### config.mk
export PLATFORM = sky130hd
export DESIGN_NAME = bcd_scan_display
export DESIGN_NICKNAME = d
export VERILOG_FILES = /design/src/rtl/bcd_scan_display.sv
export SDC_FILE = /design/constraint.sdc
export NUM_CORES = 1
export LEC_CHECK = 0
export ABC_AREA = 0
export CORE_ASPECT_RATIO = 1.5
export CORE_MARGIN = 2
export CORE_UTILIZATION = 45
export CTS_CLUSTER_SIZE = 10
export DETAILED_ROUTE_END_ITERATION = 6
export PLACE_DENSITY = 0.61
export SKIP_LAST_GASP = 1
export SYNTH_ARGS = -nofsm -noshare
export SYNTH_HDL_FRONTEND = slang
export SYNTH_SLANG_ARGS = --single-unit
### constraint.sdc
create_clock -name clk -period 4.4 [get_ports clk]
set_input_delay 0.88 -clock clk [delete_from_list [all_inputs] [get_ports clk]]
set_output_delay 0.88 -clock clk [all_outputs]
set_load 0.03 [all_outputs]
### src/rtl/bcd_scan_display.sv
// 8-bit binary to 3-digit BCD converter (shift-add-3) driving a multiplexed,
// active-low 7-segment display with optional leading-zero blanking.
module bcd_scan_display #(
    parameter int unsigned SCAN_DIV = 50000,
    parameter bit          BLANK    = 1'b1
) (
    input  logic       clk,
    input  logic       rst_a,
    input  logic [7:0] valor,
    input  logic       load,
    output logic       busy,
    output logic [6:0] seg,
    output logic [2:0] an
);

    localparam int unsigned          PRE_W    = $clog2(SCAN_DIV);
    localparam logic [PRE_W-1:0]     PRE_LAST = PRE_W'(SCAN_DIV - 1);

    typedef enum logic [1:0] {
        IDLE  = 2'd0,
        SHIFT = 2'd1,
        DONE  = 2'd2
    } state_t;

    state_t      state, state_nxt;
    logic [3:0]  cnt_q, cnt_nxt;
    logic [7:0]  bin_q, bin_nxt;
    logic [11:0] bcd_q, bcd_nxt;
    logic [11:0] adjusted;
    logic [19:0] shifted;
    logic        disp_we;

    logic [3:0]  hund, tens, units;
    logic [PRE_W-1:0] pre_q;
    logic [1:0]  idx_q;

    logic [3:0]  nib;
    logic        blank_digit;

    function automatic logic [3:0] add3(input logic [3:0] n);
        return (n >= 4'd5) ? n + 4'd3 : n;
    endfunction

    function automatic logic [6:0] seg_decode(input logic [3:0] n);
        logic [6:0] s;
        case (n)
            4'd0:    s = 7'b1000000;
            4'd1:    s = 7'b1111001;
            4'd2:    s = 7'b0100100;
            4'd3:    s = 7'b0110000;
            4'd4:    s = 7'b0011001;
            4'd5:    s = 7'b0010010;
            4'd6:    s = 7'b0000010;
            4'd7:    s = 7'b1111000;
            4'd8:    s = 7'b0000000;
            4'd9:    s = 7'b0010000;
            default: s = 7'b1111111;
        endcase
        return s;
    endfunction

    // Converter next-state: one double-dabble step per SHIFT cycle
    always_comb begin
        state_nxt = state;
        cnt_nxt   = cnt_q;
        bin_nxt   = bin_q;
        bcd_nxt   = bcd_q;
        disp_we   = 1'b0;
        adjusted  = {add3(bcd_q[11:8]), add3(bcd_q[7:4]), add3(bcd_q[3:0])};
        shifted   = {adjusted, bin_q} << 1;
        case (state)
            IDLE: begin
                if (load) begin
                    bin_nxt   = valor;
                    bcd_nxt   = '0;
                    cnt_nxt   = '0;
                    state_nxt = SHIFT;
                end
            end
            SHIFT: begin
                bcd_nxt = shifted[19:8];
                bin_nxt = shifted[7:0];
                cnt_nxt = cnt_q + 4'd1;
                if (cnt_q == 4'd7) begin
                    state_nxt = DONE;
                end
            end
            DONE: begin
                disp_we   = 1'b1;
                state_nxt = IDLE;
            end
            default: state_nxt = IDLE;
        endcase
    end

    always_ff @(posedge clk or negedge rst_a) begin
        if (!rst_a) begin
            state <= IDLE;
            cnt_q <= '0;
        end else begin
            state <= state_nxt;
            cnt_q <= cnt_nxt;
        end
    end

    // Working registers carry no reset: they are always reloaded on load
    always_ff @(posedge clk) begin
        bin_q <= bin_nxt;
        bcd_q <= bcd_nxt;
    end

    always_ff @(posedge clk or negedge rst_a) begin
        if (!rst_a) begin
            hund  <= '0;
            tens  <= '0;
            units <= '0;
        end else if (disp_we) begin
            hund  <= bcd_q[11:8];
            tens  <= bcd_q[7:4];
            units <= bcd_q[3:0];
        end
    end

    // Scan prescaler and digit index run regardless of converter state
    always_ff @(posedge clk or negedge rst_a) begin
        if (!rst_a) begin
            pre_q <= '0;
            idx_q <= 2'd0;
        end else if (pre_q == PRE_LAST) begin
            pre_q <= '0;
            idx_q <= (idx_q == 2'd2) ? 2'd0 : idx_q + 2'd1;
        end else begin
            pre_q <= pre_q + 1'b1;
        end
    end

    assign busy = (state != IDLE);

    always_comb begin
        nib         = units;
        blank_digit = 1'b0;
        an          = 3'b110;
        case (idx_q)
            2'd1: begin
                nib         = tens;
                blank_digit = BLANK && (hund == 4'd0) && (tens == 4'd0);
                an          = 3'b101;
            end
            2'd2: begin
                nib         = hund;
                blank_digit = BLANK && (hund == 4'd0);
                an          = 3'b011;
            end
            default: begin
                nib         = units;
                blank_digit = 1'b0;
                an          = 3'b110;
            end
        endcase
        seg = blank_digit ? 7'b1111111 : seg_decode(nib);
    end

endmodule

### Word level (Yosys, flattened, before mapping)

Memory sizes are Yosys's and may differ from the RTL's.
Cells that the tools add are included.

| operators by class | value |
|---|---|
| add/sub/neg operators | 6 |
| multiply operators | 0 |
| div/mod/pow operators | 0 |
| order comparisons | 3 |
| eq/ne operators | 8 |
| shift-type cells | 0 |
| muxes and demuxes | 19 |
| bitwise gates (word level) | 0 |
| reductions and logical operators | 8 |

Operators by type and width:

| cell | number |
|---|---|
| $pmux 12 s2 | 1 |
| $add 16x1->16 const B | 1 |
| $eq 16x16->1 const B | 1 |
| $mux 16 | 1 |
| $pmux 4 s2 | 2 |
| $pmux 8 s2 | 1 |
| $ge 4x3->1 const B | 3 |
| $mux 12 | 1 |
| $mux 4 | 3 |
| $add 4x2->4 const B | 2 |
| $logic_not 4->1 | 2 |
| $mux 8 | 1 |
| $mux 7 | 1 |
| $mux 2 | 3 |
| $pmux 3 s2 | 1 |
| $add 4x1->4 const B | 1 |
| $eq 2x1->1 const B | 2 |
| $eq 2x2->1 const B | 2 |
| $eq 4x3->1 const B | 1 |
| $ne 2x2->1 const B | 2 |
| $pmux 2 s2 | 1 |
| $reduce_and 2->1 | 2 |
| $reduce_bool 2->1 | 2 |
| $add 3x2->3 const B | 1 |
| other kinds (6) | 6 |

| word-level totals | value |
|---|---|
| register bits after elaboration | 56 |
| latch bits | 0 |
| bits in writable memories | 0 |
| memory bits (read-only) | 112 |
| input bits | 11 |
| memories | 1 |

Memories:

| name | depth | bits a word | rd ports | clocked after Yosys merged registers in | write ports | RTL line | RTL |
|---|---|---|---|---|---|---|---|
| (name not given) | 16 | 7 | 1 | 0 | 0 | 46 | `case (n)` |

### Logic depth before layout (Yosys ltp)

Gate-level depths: netlist of the first run.

| logic depth | value |
|---|---|
| depth after elaboration | 4 |
| gate-level depth with buffers | 9 |
| depth with buffers taken out | 8 |

### Worst setup path after synthesis of the first run

OpenSTA, ideal clock, no wires.

| timing path | value |
|---|---|
| kind | reg2out |
| start point | register idx_q[0] |
| end point | output port seg[2] |
| arrival time | 2911 ps |
| data required time | 3520 ps |
| slack | 609 ps |
| cell stages (with the launch flop) | 9 |
| cell sequence | dfrtp_1 inv_1 ha_1 buf_2 nor2_1 a21oi_2 ha_1 inv_1 o311ai_0 |

| on the way | value |
|---|---|
| cells in the longest elaborated chain, start to end | 4 |
| elaborated cells on any way between the ends | 6 |

RTL lines:

| item | RTL line | RTL |
|---|---|---|
| start, declared | 35 | `logic [1:0] idx_q;` |
| start signal, assigned | 131 | `idx_q <= (idx_q == 2'd2) ? 2'd0 : idx_q + 2'd1;` |
| $eq 2x2->1 / $eq 2x1->1 (equally long branches) | 143 | `case (idx_q)` |
| $pmux 4 s2 | 143 |  |
| $mem_v2 16x7 | - |  |
| $mux 7 (*) | 160 | `seg = blank_digit ? 7'b1111111 : seg_decode(nib);` |
| end, declared | 12 | `output logic [6:0] seg,` |

Mark *: on every way between the ends. The rest lies on a longest branch, timed or not.

### Worst setup path in the final report of the first run

| timing path | value |
|---|---|
| start point | register idx_q[0] |
| end point | output port seg[1] |

Same word-level chain as after synthesis.

==> results of run 1 <==
==> cell type report <==
cell class | instances | area, µm² | share of cell area (%)
multi-input cells | 196 | 1320 | 39.9
clock buffers | 6 | 93.8 | 2.85
inverters | 17 | 63.8 | 1.94
repair buffers | 22 | 218 | 6.60
flip-flops and latches | 56 | 1500 | 45.5
well taps | 74 | 92.6 | 2.81
clock inverters | 2 | 12.5 | 0.380
==> cell families after synthesis <==
kind of cell	Yosys count	synth area share, %
AND/OR/NAND/NOR	105	18.5
flip-flops	56	51.5
XOR/XNOR	17	5.11
multiplexers	13	4.98
adder cells (fa/ha/maj)	15	6.44
buffers and inverters	24	3.31
AO/OA/AOI/OAI	46	10.1
==> worst max-delay path by stage <==
stage | endpoint | startpoint | depth (start not counted) | slack, ps
after global placement | seg[1] | idx_q[0]$_DFFE_PN0N_ | 9 | 880
final | seg[1] | idx_q[0]$_DFFE_PN0N_ | 9 | 460
after CTS | seg[1] | idx_q[0]$_DFFE_PN0N_ | 9 | 450
after floorplan | seg[2] | idx_q[0]$_DFFE_PN0N_ | 8 | 610
after detailed placement | seg[1] | idx_q[0]$_DFFE_PN0N_ | 9 | 790
after global routing | seg[1] | idx_q[0]$_DFFE_PN0N_ | 9 | 220
==> power by group <==
part	switching [mW]	total (mW)	internal [mW]	leakage, nW
Combinational	0.486	0.853	0.367	0.671
Sequential	0.114	0.876	0.762	0.695
Clock	0.169	0.315	0.146	0.0523
Total	0.770	2.04	1.27	1.42
==> cell usage after synthesis, types with 2 or more instances <==
master	number
sky130_fd_sc_hd__a211oi_1	5
sky130_fd_sc_hd__a21o_1	2
sky130_fd_sc_hd__a21oi_1	12
sky130_fd_sc_hd__a21oi_2	2
sky130_fd_sc_hd__a22o_1	2
sky130_fd_sc_hd__a22oi_1	4
sky130_fd_sc_hd__and2_1	3
sky130_fd_sc_hd__and4_1	2
sky130_fd_sc_hd__buf_2	2
sky130_fd_sc_hd__clkbuf_1	4
sky130_fd_sc_hd__dfrtp_1	36
sky130_fd_sc_hd__edfxtp_1	20
sky130_fd_sc_hd__ha_1	15
sky130_fd_sc_hd__inv_1	17
sky130_fd_sc_hd__mux2_2	12
sky130_fd_sc_hd__nand2_1	39
sky130_fd_sc_hd__nand2b_1	5
sky130_fd_sc_hd__nand3_1	4
sky130_fd_sc_hd__nand4_1	6
sky130_fd_sc_hd__nor2_1	21
sky130_fd_sc_hd__nor2b_1	6
sky130_fd_sc_hd__nor3_1	6
sky130_fd_sc_hd__nor3b_1	3
sky130_fd_sc_hd__nor4_1	2
sky130_fd_sc_hd__o21ai_0	12
sky130_fd_sc_hd__or2_2	2
sky130_fd_sc_hd__xnor2_1	12
sky130_fd_sc_hd__xor2_1	5
==> metal layers <==
layer / GRT usage, % / part of all wire [%]
met1: 16.4 / 44
met2: 27.6 / 51
met3: 3.03 / 3.1
met4: 5.33 / 1.4
met5: 0 / 0
==> layout by cell type (no fill, tap or decap), types with 2 or more instances in the layout <==
master                            synthesis  routed
sky130_fd_sc_hd__a21oi_2                  2       2
sky130_fd_sc_hd__a21oi_1                 12      12
sky130_fd_sc_hd__and2_1                   3       3
sky130_fd_sc_hd__nor4_1                   2       2
sky130_fd_sc_hd__ha_1                    15      15
sky130_fd_sc_hd__xnor2_1                 12      12
sky130_fd_sc_hd__clkbuf_8                 0       5
sky130_fd_sc_hd__o21ai_0                 12      12
sky130_fd_sc_hd__edfxtp_1                20      20
sky130_fd_sc_hd__inv_1                   17      17
sky130_fd_sc_hd__nand4_1                  6       6
sky130_fd_sc_hd__clkdlybuf4s50_1          0      21
sky130_fd_sc_hd__a22oi_1                  4       4
sky130_fd_sc_hd__mux2_2                  12      12
sky130_fd_sc_hd__dfrtp_1                 36      36
sky130_fd_sc_hd__nor3b_1                  3       3
sky130_fd_sc_hd__a22o_1                   2       2
sky130_fd_sc_hd__nand3_1                  4       4
sky130_fd_sc_hd__a211oi_1                 5       5
sky130_fd_sc_hd__nand2b_1                 5       5
sky130_fd_sc_hd__nand2_1                 39      39
sky130_fd_sc_hd__nor3_1                   6       6
sky130_fd_sc_hd__xor2_1                   5       5
sky130_fd_sc_hd__nor2b_1                  6       6
sky130_fd_sc_hd__a21o_1                   2       2
sky130_fd_sc_hd__and4_1                   2       2
sky130_fd_sc_hd__nor2_1                  21      21
sky130_fd_sc_hd__or2_2                    2       2
==> state kept, by name, summed over array words and instances (netlist names) <==
name	flops
hund	4
bin_q	8
state	2
tens	4
idx_q	2
pre_q	16
cnt_q	4
units	4
bcd_q	12
==> worst register-to-register path, stage by stage (launching register included) <==
cell	delay [ps]
sky130_fd_sc_hd__dfrtp_1	430
sky130_fd_sc_hd__or4b_4	560
sky130_fd_sc_hd__nor4_4	570
sky130_fd_sc_hd__nor3b_1	120
sky130_fd_sc_hd__a211o_1	240
==> through the flow <==
stage          setup WS, ps  area [µm²]
5_1_grt                 220        3300
3_3_place_gp            879        3190
3_5_place_dp            786        3190
6_report                460        3300
2_1_floorplan           609        2910
4_1_cts                 447        3300
==> metrics.cfg, run 1 <==
[finish]
drive_above_1_share_pct=9.36
area_growth_pct=13.2
nFillCells=597
num-nets-final=324
final_core_util_pct=53.0
layout.cells.non_filler=373
insertedDiodeCount=0

[detailed_routing]
route.detailed.wl_per_inst_um=13.1
drt_wl_total_um=4880
detail-route-antenna-nets=0
viasPerCell=5.42
route.detailed.drc=0
vias=2020
detailedRoute.firstPassIterationCount=4
number_of_violations_reported_at_the_end_of_detailed_routing_iteration_0=131

[clock_tree]
cts_resized=0
cts.root.buffer_cell=sky130_fd_sc_hd__clkbuf_8
total_clock_buffers_created_by_cts=5
clock_tree_from_tritoncts=done
path_clk_slew_ps=100
max-clock-path-buffers=2
post_cts_buffers=0
depth_of_the_cts_h_tree=2
hold_fix_buffer_count_after_cts=0
clock_sinks=56
worst_skew_pair_later_pin_latency_ps=310

[place]
port-buffer-count=21
post-place-cells=365
finalWeightedCongestion=0.718
dpl.hpwl_um=3480

[setup_path]
worst-endpoint-required_ps=3520
timing.rr.end=pre_q[9]$_DFF_PN0_
timing.critical_path.slowest_stage_cell=sky130_fd_sc_hd__clkdlybuf4s50_1
critical_path.top_delay_family=buffers and inverters
ff2ff_path_depth=4
path_max_fanout=11
ordered_cell_list_for_the_critical_path=inv_1 -> ha_1 -> nor2_1 -> a21oi_1 -> inv_1 -> ha_1 -> and2_1 -> o21ai_0 -> clkdlybuf4s50_1
worst_setup_path_start_kind=register
max_stage_delay_ps=690
setup.worst_path.end_class=output port
timing.reg2reg.setup_slack_ps=2380
worstPathArrival_ps=3060
crit_buf_inv=3
critical_path.reg2reg.startpoint=pre_q[7]$_DFF_PN0_
kind_of_critical_path=reg2out

[sta]
hold_slack_ps=493
unrepaired_setup_endpoints_after_global_routing=no
setup_total_negative_slack_ps=0
timing.fmax_mhz=254
final_hold_viol_count=0
maxSlewHeadroom_pct=32.2
worst_clock_skew_ps=8.45
worst_slew_pin_slew_ps=1010
number_of_setup_violations_in_the_final_report=0
fin_crit_sh_pct=89.6
final-max-slew-violation-count=0
period_minus_slack_ps=3940

[die]
design.portCount=22
die_x_um=69.7
initial_utilization_pct=46.8
die-area_um2=7150
floorplan.core_area_um2=6220
std_cell_rows=35
die_height_um=103

[yosys]
synth.avg_cell_area_um2=10.6
yosys_most_used_dff=sky130_fd_sc_hd__dfrtp_1
number_of_library_cell_types_mapped_by_synthesis=43
synth_top_area_share_pct=30.9
post_synth_inst_count=276
synth-async-reset-ratio_pct=64.3
yosysWarningCount=0
ys_top_cells_by_area=sky130_fd_sc_hd__dfrtp_1 (31%), sky130_fd_sc_hd__edfxtp_1 (21%), sky130_fd_sc_hd__ha_1 (6.4%)
syn_nets=302
synth_area_um2=2910
synth-seq-area-share_pct=51.5
synth_enable_flop_cells=20
synth_largest_area_cell=sky130_fd_sc_hd__dfrtp_1
total_of_flip_flops_plus_latches_after_synthesis=56

[worst_hold_path]
holdPathStages=1
hold_end=pre_q[0]$_DFF_PN0_
hold_path.startpoint=pre_q[0]$_DFF_PN0_
min-delay-path-class=reg2reg

[global_routing]
grt_pass1_wl_um=8500
antenna_found_initial=0
first_global_vias=1940
overflow=0
track_usage_pct=14.6
grt_start_max_net_pins=37

[power_and_ir_drop]
power_density_nw_per_um2=620
p_total_mw=2.04
vdd_drop_max_mv=0.425
leakagePower_nw=1.42

[flow_run]
timing.max_cap.violations=0

[status]
run_status=completed

No activity file was read; power rests on OpenSTA's default activity.
==> inputs of run 2 (changes only) <==
--- a/constraint.sdc
+++ b/constraint.sdc
@@ -3,2 +3,2 @@
 set_output_delay 0.88 -clock clk [all_outputs]
-set_load 0.03 [all_outputs]
+set_load 0.01 [all_outputs]
==> metrics.cfg, run 2 (synthesis results as in run 1) <==
[detailed_routing]
route.detailed.drc=0  ; unchanged
drt_wl_total_um=4910  ; +0.66%
detail-route-antenna-nets=0  ; unchanged
detailedRoute.firstPassIterationCount=4  ; unchanged
route.detailed.wl_per_inst_um=13.2  ; +0.66%
viasPerCell=5.35  ; -1.2%
vias=1995  ; -1.2%
number_of_violations_reported_at_the_end_of_detailed_routing_iteration_0=136  ; +3.8%

[clock_tree]
max-clock-path-buffers=2  ; unchanged
post_cts_buffers=0  ; unchanged
depth_of_the_cts_h_tree=2  ; unchanged
path_clk_slew_ps=100  ; about the same
cts_resized=0  ; unchanged
worst_skew_pair_later_pin_latency_ps=320  ; about the same
total_clock_buffers_created_by_cts=5  ; unchanged
clock_tree_from_tritoncts=done
hold_fix_buffer_count_after_cts=0  ; unchanged
clock_sinks=56  ; unchanged
cts.root.buffer_cell=sky130_fd_sc_hd__clkbuf_8

[die]
die_x_um=69.7  ; unchanged
design.portCount=22  ; unchanged
std_cell_rows=35  ; unchanged
die_height_um=103  ; unchanged
initial_utilization_pct=46.8  ; unchanged
die-area_um2=7150  ; unchanged
floorplan.core_area_um2=6220  ; unchanged

[finish]
final_common_cell=sky130_fd_sc_hd__nand2_1
top_register=pre_q
num-nets-final=324  ; unchanged
area_growth_pct=13.5
drive_above_1_share_pct=9.36  ; unchanged
insertedDiodeCount=0  ; unchanged
largest_register_ffs=16  ; unchanged
top_regs=pre_q: 16 flops, bcd_q: 12 flops, bin_q: 8 flops
layout.cells.non_filler=373  ; unchanged
most-common-layout-cells=sky130_fd_sc_hd__nand2_1 (39), sky130_fd_sc_hd__dfrtp_1 (36), sky130_fd_sc_hd__nor2_1 (21), sky130_fd_sc_hd__clkdlybuf4s50_1 (21), sky130_fd_sc_hd__edfxtp_1 (20)

[global_routing]
first_global_vias=1954  ; +0.72%
antenna_found_initial=0  ; unchanged
grt_pass1_wl_um=8800  ; +3.5%
grt_start_max_net_pins=37  ; unchanged
track_usage_pct=15.3  ; +0.67 points
overflow=0  ; unchanged

[sta]
final-max-slew-violation-count=0  ; unchanged
number_of_setup_violations_in_the_final_report=0  ; unchanged
maxSlewHeadroom_pct=32.8  ; +0.54 points
worst_clock_skew_ps=17.8  ; +9.37 ps
period_minus_slack_ps=3860  ; -84.7 ps
unrepaired_setup_endpoints_after_global_routing=no
timing.fmax_mhz=259  ; +2.2%
final_hold_viol_count=0  ; unchanged
worst_slew_pin_slew_ps=1010  ; -8.04 ps
setup_total_negative_slack_ps=0  ; unchanged
fin_crit_sh_pct=87.6  ; -1.9 points

[setup_path]
path_max_fanout=11  ; unchanged
timing.critical_path.slowest_stage_cell=sky130_fd_sc_hd__clkdlybuf4s50_1
critical_path.top_delay_family=adder cells
ordered_cell_list_for_the_critical_path=inv_1 -> ha_1 -> nor2_1 -> a21oi_1 -> inv_1 -> ha_1 -> and2_1 -> o21ai_0 -> clkdlybuf4s50_1
crit_buf_inv=3  ; unchanged
max_stage_delay_ps=550  ; -140 ps
worst-endpoint-required_ps=3520  ; about the same
worstPathArrival_ps=2980  ; -80 ps
timing.reg2reg.setup_slack_ps=2360  ; -20 ps
worst_setup_path_start_kind=register
setup.worst_path.end_class=output port
kind_of_critical_path=reg2out

[power_and_ir_drop]
vdd_drop_max_mv=0.337  ; -21%
leakagePower_nw=1.43  ; +0.51%
power_density_nw_per_um2=597  ; -3.7%

[place]
finalWeightedCongestion=0.715  ; -0.36%
post-place-cells=365  ; unchanged
dpl.hpwl_um=3520  ; +1.1%
port-buffer-count=21  ; unchanged

[worst_hold_path]
min-delay-path-class=reg2reg

[status]
run_status=completed

[flow_run]
timing.max_cap.violations=0  ; unchanged

-- run 2: cell types whose count changed in the layout (fill, tap and decap cells not counted) --
cell                         before  now
sky130_fd_sc_hd__clkbuf_8         5    6
sky130_fd_sc_hd__clkinv_2         1    0
sky130_fd_sc_hd__clkinvlp_4       1    0
sky130_fd_sc_hd__clkinv_4         0    1
-- run 2: per-stage QoR --
stage | hold slack (ps) | worst slack (ps) | cell area (µm²) | power (mW) | utilization, %
2_1_floorplan | 446 | 1430 | 2910 | 1.41 | -
6_report | 494 | 544 | 3310 | 1.98 | 53.2
4_1_cts | 505 | 526 | 3310 | 2.01 | 53.2
3_3_place_gp | 479 | 1020 | 3190 | 1.65 | 51.3
5_1_grt | 527 | 313 | 3310 | 2.14 | 53.2
3_5_place_dp | 487 | 893 | 3190 | 1.67 | 51.3
-- run 2: worst paths after layout --
| kind | end | from | cells past startpoint |
|---|---|---|---|
| worst max register to register | pre_q[9]$_DFF_PN0_ | pre_q[7]$_DFF_PN0_ | 4 |
| max in group asynchronous | tens[3]$_DFFE_PN0N_ | rst_a | 2 |
| worst max-delay path | seg[1] | idx_q[0]$_DFFE_PN0N_ | 9 |
| min in group asynchronous | hund[0]$_DFFE_PN0N_ | rst_a | 2 |
| worst min-delay path | pre_q[12]$_DFF_PN0_ | pre_q[12]$_DFF_PN0_ | 1 |
| worst min register to register | pre_q[12]$_DFF_PN0_ | pre_q[12]$_DFF_PN0_ | 1 |
-- run 2: metal layers --
layer | vias up | routed length [µm] | track usage (%)
li1 | 1007 | - | -
met1 | 956 | 2180 | 17.1
met2 | 25 | 2490 | 28.6
met3 | 7 | 141 | 2.93
met4 | 0 | 99 | 6.66
met5 | - | 0 | 0
-- run 2: cell type report --
class	count	area (µm²)
Multi-Input combinational cell	196	1320
Tap cell	74	92.6
Clock buffer	7	108
Sequential cell	56	1500
Timing Repair Buffer	22	218
Fill cell	552	2910
Clock inverter	1	8.76
Inverter	17	63.8
-- run 2: power by group --
part	switching [mW]	internal [mW]	total (mW)
combinational	0.398	0.367	0.764
sequential	0.114	0.762	0.876
clock	0.172	0.164	0.335
